**src/rtl/vram_pixel_arbiter_if.sv**
```systemverilog
// Pixel-plane VRAM arbiter bus bundle: renderer port, CPU request port and VRAM port.
// The slave modport is the arbiter's view; master is the surrounding system's view.
interface vram_pixel_arbiter_if #(
  parameter int ADDR_W = 17,
  parameter int DATA_W = 24
);
  logic              blank;
  logic              line_start;
  logic [ADDR_W-1:0] pe_addr;
  logic [DATA_W-1:0] pe_q;
  logic              cpu_start;
  logic              cpu_we;
  logic [ADDR_W-1:0] cpu_addr;
  logic [DATA_W-1:0] cpu_data;
  logic [DATA_W-1:0] cpu_q;
  logic              cpu_done;
  logic              cpu_busy;
  logic [ADDR_W-1:0] ram_addr;
  logic [DATA_W-1:0] ram_d;
  logic              ram_we;
  logic [DATA_W-1:0] ram_q;

  modport slave (
    input  blank, line_start, pe_addr, cpu_start, cpu_we, cpu_addr, cpu_data, ram_q,
    output pe_q, cpu_q, cpu_done, cpu_busy, ram_addr, ram_d, ram_we
  );

  modport master (
    output blank, line_start, pe_addr, cpu_start, cpu_we, cpu_addr, cpu_data, ram_q,
    input  pe_q, cpu_q, cpu_done, cpu_busy, ram_addr, ram_d, ram_we
  );
endinterface

```
**src/rtl/vram_pixel_arbiter.sv**
```systemverilog
// Time-slices the single-port pixel VRAM between the renderer (even phase of active
// video) and the CPU (odd phase, or every cycle during blanking).
module vram_pixel_arbiter #(
  parameter int ADDR_W = 17,
  parameter int DATA_W = 24
) (
  input  logic                  clk,
  input  logic                  reset,
  vram_pixel_arbiter_if.slave   bus
);

  typedef enum logic [1:0] {
    IDLE  = 2'd0,
    WAIT  = 2'd1,
    RDCAP = 2'd2,
    DONE  = 2'd3
  } state_t;

  state_t            state_q, state_d;
  logic              phase;
  logic              pix_slot, cpu_slot;
  logic              pix_d;
  logic              lat_we;
  logic [ADDR_W-1:0] lat_addr;
  logic [DATA_W-1:0] lat_data;
  logic              load, cap;
  logic              busy_q;
  logic [DATA_W-1:0] pe_q_r, cpu_q_r;
  logic [ADDR_W-1:0] ram_addr_c;
  logic [DATA_W-1:0] ram_d_c;
  logic              ram_we_c;

  assign pix_slot = !bus.blank && (phase == 1'b0);
  assign cpu_slot =  bus.blank || (phase == 1'b1);

  // ram_we is purely combinational from state_q, so async reset drops it at once.
  always_comb begin
    state_d    = state_q;
    load       = 1'b0;
    cap        = 1'b0;
    ram_addr_c = bus.pe_addr;
    ram_d_c    = lat_data;
    ram_we_c   = 1'b0;
    unique case (state_q)
      IDLE: begin
        if (bus.cpu_start) begin
          load    = 1'b1;
          state_d = WAIT;
        end
      end
      WAIT: begin
        if (cpu_slot) begin
          ram_addr_c = lat_addr;
          ram_we_c   = lat_we;
          state_d    = lat_we ? DONE : RDCAP;
        end
      end
      RDCAP: begin
        cap     = 1'b1;
        state_d = DONE;
      end
      DONE: begin
        state_d = IDLE;
      end
      default: state_d = IDLE;
    endcase
  end

  always_ff @(posedge clk or posedge reset) begin
    if (reset) begin
      state_q  <= IDLE;
      phase    <= 1'b0;
      pix_d    <= 1'b0;
      pe_q_r   <= '0;
      cpu_q_r  <= '0;
      busy_q   <= 1'b0;
      lat_we   <= 1'b0;
      lat_addr <= '0;
      lat_data <= '0;
    end else begin
      state_q <= state_d;
      phase   <= bus.line_start ? 1'b0 : ~phase;
      pix_d   <= pix_slot;
      // ram_q in the cycle after a renderer slot belongs to the renderer's address.
      if (pix_d) pe_q_r <= bus.ram_q;
      if (cap)   cpu_q_r <= bus.ram_q;
      if (load) begin
        lat_we   <= bus.cpu_we;
        lat_addr <= bus.cpu_addr;
        lat_data <= bus.cpu_data;
        busy_q   <= 1'b1;
      end else if (state_q == DONE) begin
        busy_q   <= 1'b0;
      end
    end
  end

  assign bus.pe_q     = pe_q_r;
  assign bus.cpu_q    = cpu_q_r;
  assign bus.cpu_done = (state_q == DONE);
  assign bus.cpu_busy = busy_q;
  assign bus.ram_addr = ram_addr_c;
  assign bus.ram_d    = ram_d_c;
  assign bus.ram_we   = ram_we_c;

endmodule

```
**src/flat_wrapper.sv**
```systemverilog
// flat-port wrapper written by rule: the top's interface ports become plain ports
module vram_pixel_arbiter_flat 
#(
  parameter int ADDR_W = 17,
  parameter int DATA_W = 24
)
  (clk, reset, bus_blank, bus_line_start, bus_pe_addr, bus_cpu_start, bus_cpu_we, bus_cpu_addr, bus_cpu_data, bus_ram_q, bus_pe_q, bus_cpu_q, bus_cpu_done, bus_cpu_busy, bus_ram_addr, bus_ram_d, bus_ram_we);
  vram_pixel_arbiter_if #(.ADDR_W(ADDR_W), .DATA_W(DATA_W)) bus_i ();
  input  logic clk;
  input  logic reset;
  input wire logic [$bits(bus_i.blank)-1:0] bus_blank;
  input wire logic [$bits(bus_i.line_start)-1:0] bus_line_start;
  input wire logic [$bits(bus_i.pe_addr)-1:0] bus_pe_addr;
  input wire logic [$bits(bus_i.cpu_start)-1:0] bus_cpu_start;
  input wire logic [$bits(bus_i.cpu_we)-1:0] bus_cpu_we;
  input wire logic [$bits(bus_i.cpu_addr)-1:0] bus_cpu_addr;
  input wire logic [$bits(bus_i.cpu_data)-1:0] bus_cpu_data;
  input wire logic [$bits(bus_i.ram_q)-1:0] bus_ram_q;
  output wire logic [$bits(bus_i.pe_q)-1:0] bus_pe_q;
  output wire logic [$bits(bus_i.cpu_q)-1:0] bus_cpu_q;
  output wire logic [$bits(bus_i.cpu_done)-1:0] bus_cpu_done;
  output wire logic [$bits(bus_i.cpu_busy)-1:0] bus_cpu_busy;
  output wire logic [$bits(bus_i.ram_addr)-1:0] bus_ram_addr;
  output wire logic [$bits(bus_i.ram_d)-1:0] bus_ram_d;
  output wire logic [$bits(bus_i.ram_we)-1:0] bus_ram_we;
  assign bus_i.blank = bus_blank;
  assign bus_i.line_start = bus_line_start;
  assign bus_i.pe_addr = bus_pe_addr;
  assign bus_i.cpu_start = bus_cpu_start;
  assign bus_i.cpu_we = bus_cpu_we;
  assign bus_i.cpu_addr = bus_cpu_addr;
  assign bus_i.cpu_data = bus_cpu_data;
  assign bus_i.ram_q = bus_ram_q;
  assign bus_pe_q = bus_i.pe_q;
  assign bus_cpu_q = bus_i.cpu_q;
  assign bus_cpu_done = bus_i.cpu_done;
  assign bus_cpu_busy = bus_i.cpu_busy;
  assign bus_ram_addr = bus_i.ram_addr;
  assign bus_ram_d = bus_i.ram_d;
  assign bus_ram_we = bus_i.ram_we;
  vram_pixel_arbiter #(.ADDR_W(ADDR_W), .DATA_W(DATA_W)) u_core (.clk(clk), .reset(reset), .bus(bus_i));
endmodule
```
**config.mk**
```make
export PLATFORM = sky130hd
export DESIGN_NAME = vram_pixel_arbiter_flat
export DESIGN_NICKNAME = d
export VERILOG_FILES = /design/src/rtl/vram_pixel_arbiter_if.sv /design/src/rtl/vram_pixel_arbiter.sv /design/src/flat_wrapper.sv
export SDC_FILE = /design/constraint.sdc
export NUM_CORES = 1
export LEC_CHECK = 0
export CORE_MARGIN = 4
export CORE_UTILIZATION = 41
export DETAILED_ROUTE_END_ITERATION = 8
export PLACE_DENSITY = 0.86
export SLEW_MARGIN = 15
export SYNTH_ARGS = -nofsm -noshare
export SYNTH_HDL_FRONTEND = slang
export SYNTH_SLANG_ARGS = --single-unit
```
**constraint.sdc**
```tcl
create_clock -name clk -period 5.05 [get_ports clk]
set_input_delay 1.515 -clock clk [delete_from_list [all_inputs] [get_ports clk]]
set_output_delay 1.515 -clock clk [all_outputs]
set_load 0.01 [all_outputs]
```
-- After elaboration in Yosys (flattened, before gate mapping)
Cells that the tools add are included.
- flip-flop bits (word level): 95
- input port bits: 88
- output and inout bits: 92
- word-level logic and storage cells: 35
- equal/unequal tests: 5
- mux-type cells: 14
- bitwise gates (word level): 1
- reduce and logical (&&, ||, !) cells: 6
- operator list (kind ; count):
    $mux W17 ; 2
    $mux W1 ; 9
    $pmux W2 S4 ; 1
    $eq A2 B2 Y1 const B ; 2
    $mux W2 ; 2
    $eq A2 B1 Y1 const B ; 1
    $logic_not A2 Y1 ; 1
    $ne A2 B1 Y1 const B ; 1
    $ne A2 B2 Y1 const B ; 1
    $reduce_and A2 Y1 ; 1
    $reduce_bool A2 Y1 ; 1
    $logic_and A1 B1 Y1 ; 1
    $logic_not A1 Y1 ; 1
    $logic_or A1 B1 Y1 ; 1
    $not A1 Y1 ; 1

-- Depth between registers and ports, before layout
- depth in word-level cells: 3
- depth in mapped cells: 5

-- Worst setup path before layout
Ideal clock, no wire load.
- path kind: input to output
- from: input bus_blank
- to: output bus_ram_addr[10]
- data arrival time: 2.240 ns
- required time: 3.535 ns
- path slack: 1.295 ns
- cell stages on the path: 3
- buffers on the path: 1
- cell sequence: o21ai_4 buf_12 mux2_4
- cells in the longest elaborated chain, start to end: 3
- RTL lines (item ; line ; RTL):
    start: declaration ; flat_wrapper.sv:11 ; input wire logic [$bits(bus_i.blank)-1:0] bus_blank;
    $logic_or A1 B1 Y1 ; vram_pixel_arbiter.sv:34 ; assign cpu_slot = bus.blank || (phase == 1'b1);
    $mux W17 ; vram_pixel_arbiter.sv:52 ; if (cpu_slot) begin
    $mux W17 ; vram_pixel_arbiter.sv:44 ; unique case (state_q)
    end: declaration ; flat_wrapper.sv:23 ; output wire logic [$bits(bus_i.ram_addr)-1:0] bus_ram_addr;
Every way passes these cells.

-- Final worst setup path
- from: input bus_blank
- to: output bus_ram_addr[2]
Same word-level chain as after synthesis.

==> results.md <==
- Hold repair after CTS inserted 0 buffers.
- The remaining max-slew budget at the tightest pin is 28.3%.
- In the global route stage, met2 resource usage came out at 31.1%.
- The most common cell type on the critical path is sky130_fd_sc_hd__clkdlybuf4s50_1.
- Once the floorplan was initialized, standard cells occupied 42.1% of the core.
- In this run, CTS created clock tree buffers numbering 9.
- For this design the ratio of total power to cell area is 536 nW/µm².
- Max-cap violations in this run came to 0.
- No sink is reached through more buffers than the 2 on the longest clock path.
- The library cell used most frequently in the layout, excluding fill and tap cells, is sky130_fd_sc_hd__clkdlybuf4s50_1.
- The pre-antenna-repair detailed-routing pass consisted of 4 iterations.
- The peak-usage layer in the global routing report is met2.
- Derived from the worst setup path, the maximum achievable clock frequency is 0.214 GHz.
- The master cell of the clock root buffer is sky130_fd_sc_hd__clkbuf_8.
- The source of the worst hold timing path is u_core.bus.cpu_q[2].
- The number of pins with negative max-slew slack in the final report is 0.
- The number of design-rule violations left by the first detailed-router iteration is 67.
- After synthesis the cells add up to 3870 µm².
- The cell with the largest stage delay on the worst path is sky130_fd_sc_hd__clkdlybuf4s50_1.
- The post-route netlist has 30.0% of its cells at a drive strength greater than 1.
- The setup slack of the most critical reg-to-reg path is 2.95 ns.
- At the worst endpoint, the arrival time is 3.17 ns.
- The congestion estimate from routability-driven global placement came to 0.731.
- The number of unique standard cell types used by synthesis is 17.
- The worst min-delay path class is register to register.
- The transition time at the pin with the least slew margin is 1.08 ns.
- Counting instances, the worst hold path has a depth of 1.
- The total number of nets in the final design is 512.
- Entering global routing, the biggest net connects 96 pins.
- Input and output buffers added on the ports amount to 179.
- The flow ran to the end, and the final reports show no timing, DRC or antenna violations.
- The H-tree was split into 3 levels.
- The required time of the worst setup path is 3.54 ns.
- Of all nets on the critical path, the largest fanout is 17.
- In the global route stage, overall resource usage came out at 17.1%.
- The worst-case IR drop observed on VDD is 0.281 mV.
- Registers are responsible for 39.3% of the overall power.
- The via count of the first global-routing pass was 2911.
- The number of nets still failing antenna checks after routing is 0.
- After routing, the total negative slack on setup checks comes to 0 ns.
- The count of endpoints failing hold in the final timing report is 0.
- The clock insertion delay at the later pin of the skew report is 0.33 ns.
- The depth of the worst register-to-register path is 4.
- The sequential cell area in the final layout is 2380 µm².
- For met3 alone, demand over resource in global routing was 7.16%.
- The total detailed-routing wirelength is 9.43 mm.
- In this run the count of I/O pins placed on the die edge is 180.
- The fraction of power consumed by combinational cells is 46.6%.
- In the final layout, the multi-input gates occupy 1410 µm².
- After synthesis the netlist holds a flip-flop and latch count of 95.
- The global routing met1 resource utilization is 18.2%.
- Yosys printed 0 warnings.
- The global-route wire length before repair is 15.0 mm.
- The die covers 11100 µm².
- The layout-stage area growth over the synthesis result is 53.5%.
- A synthesized cell averages 16.3 µm².
- The die is 105 µm tall.
- The capture endpoint of the worst hold path is u_core.bus.cpu_q[2].
- STA classifies the critical path startpoint as an input pin.
- The standby leakage power is 2.50 nW.
- The tree built by TritonCTS fans out to 95 sinks.
- The critical path class is input pin to primary output.
- Of all cell types, the one taking the most synthesized area is sky130_fd_sc_hd__dfrtp_1.
- After clock tree synthesis, the clock-pin slew on the worst setup and hold paths is 0.08 ns.
- The maximum single-stage delay on the critical path is 0.48 ns.
- The placed wire-length estimate after detailed placement is 7.11 mm.
- The number of antenna diodes is 0.
- The critical path goes through clkdlybuf4s50_1 -> o21ai_4 -> buf_12 -> mux2_2 -> clkdlybuf4s50_1.
- The number of setup buffers added after CTS is 0.
- The proportion of total power due to net switching is 30.1%.
- The core area is 9200 µm².
- Setup repair after global routing left no endpoint under its margin.
- Cell internal power was estimated by the tool at 2.23 mW.
- The top cell types in the final layout, fill and taps aside, are sky130_fd_sc_hd__clkdlybuf4s50_1, sky130_fd_sc_hd__mux2_2, sky130_fd_sc_hd__dfrtp_1, sky130_fd_sc_hd__clkbuf_8, sky130_fd_sc_hd__mux2_4.
- By area the synthesized netlist is led by sky130_fd_sc_hd__dfrtp_1, sky130_fd_sc_hd__mux2_2, sky130_fd_sc_hd__mux2_4, sky130_fd_sc_hd__ha_1, sky130_fd_sc_hd__buf_2.
- The number of nets handed over by synthesis was 331.
- The number of standard cells after synthesis is 237.
- Setup violations remaining at the end of the flow were counted as 0.
- Summed over all nets, the switching power comes to 0.960 mW.
- Once layout is complete, the utilization of the core stands at 64.6%.
- Sequential elements use 61.4% of the synthesized area.
- The beginning of the worst register-to-register path is u_core.state_q[0].
- After synthesis, the largest area contributor takes up 61.4% of total cell area.
- The average detailed-routed wire length per instance is 17.7 µm.
- The endpoint of the worst-slack reg-to-reg timing path is u_core.bus.ram_d[8].
- The power share of the clock group is 14.1%.
- The overflow left after global routing is 0.
- The fraction of the cycle the final worst path needs is 92.7%.
- The die width is 105 µm.
- In the routed design, unresolved DRC markers number 0.
- The post-cts resize count is 0.
- For the final database, setup skew stands at 0.00736 ns.
- The floorplan has 35 rows.
- The number of antenna violations at the first check in global routing is 0.
- The kind of end point of the critical path is a primary output.
- The detailed router placed 2621 vias in this run.
- The worst path in the final design needs a cycle of 4.68 ns, including I/O delays and setup.
- The layout has 687 filler cells.
- The average vias per placed instance is 4.91.
- TritonCTS built the clock tree.
-- routing by layer --
layer / up-vias / share of wire [%] / wire length [µm]
li1: 1194 / - / -
met1: 1314 / 36 / 3410
met2: 103 / 54 / 5130
met3: 10 / 8.0 / 753
met4: 0 / 1.5 / 142
met5: - / 0 / 0
-- critical path: cells and delay by family --
| kind | cells | cell delay [ns] |
|---|---|---|
| AOI/OAI and AO/OA | 1 | 0.17 |
| muxes | 1 | 0.35 |
| buffers and inverters | 3 | 1.13 |
-- logic make-up after synthesis --
| kind of cell | count (synthesis) | synth area share, % |
|---|---|---|
| compound gates | 6 | 1.29 |
| fa+ha+maj | 6 | 1.94 |
| buf+inv | 15 | 2.20 |
| flops | 95 | 61.4 |
| mux | 108 | 32.4 |
| simple gates | 7 | 0.808 |
-- synth_stat cells, drive strengths merged --
cell and count:
a2bb2oi 1, o21ai 2, nand2 2, inv 4
dfrtp 95, a21oi 1, buf 11, a211oi 2
nor2 4, ha 6, nor2b 1, mux2 108
-- power by group through the flow --
stage	Sequential, mW	Clock [mW]	Combinational [mW]
final	1.25	0.450	1.49
after global routing	1.29	0.502	1.58
after global placement	1.24	0	1.45
after CTS	1.25	0.467	1.51
after detailed placement	1.27	0	1.50
after floorplan	1.34	0	0.641
-- registers in the layout, indices dropped and copies added, names as in the netlist, 2 cells and up --
register / count
u_core.bus.cpu_q: 24
u_core.bus.pe_q: 24
u_core.bus.ram_d: 24
u_core.lat_addr: 17
u_core.state_q: 2
-- stage by stage --
| stage | power [mW] | area [µm²] | hold slack [ns] | setup slack [ns] | cells |
|---|---|---|---|---|---|
| finish | 3.19 | 5940 | 0.509 | 0.369 | 534 |
| global route | 3.37 | 5940 | 0.523 | 0.324 | 534 |
| global placement | 2.70 | 5770 | 0.487 | 0.388 | 518 |
| CTS | 3.23 | 5940 | 0.513 | 0.357 | 534 |
| detailed placement | 2.77 | 5770 | 0.492 | 0.366 | 518 |
| floorplan | 1.98 | 3870 | 0.472 | 1.06 | 237 |
-- area by class of cell --
| class | count | area share [%] |
|---|---|---|
| clock buffer | 13 | 2.67 |
| clock inverter | 3 | 0.295 |
| inverter | 4 | 0.337 |
| multi-input combinational | 127 | 23.8 |
| sequential | 95 | 40.0 |
| tap | 111 | 2.34 |
| timing repair buffer | 181 | 30.6 |
-- how the worst max path moves through the flow --
stage                           to      start  cells past startpoint
2_1_floorplan  u_core.bus.cpu_busy      reset                      1
6_report           bus_ram_addr[2]  bus_blank                      5
3_5_place_dp       bus_ram_addr[2]  bus_blank                      5
5_1_grt            bus_ram_addr[0]  bus_blank                      5
3_3_place_gp       bus_ram_addr[3]  bus_blank                      5
4_1_cts            bus_ram_addr[2]  bus_blank                      5
Power figures use the tool's default switching activity.
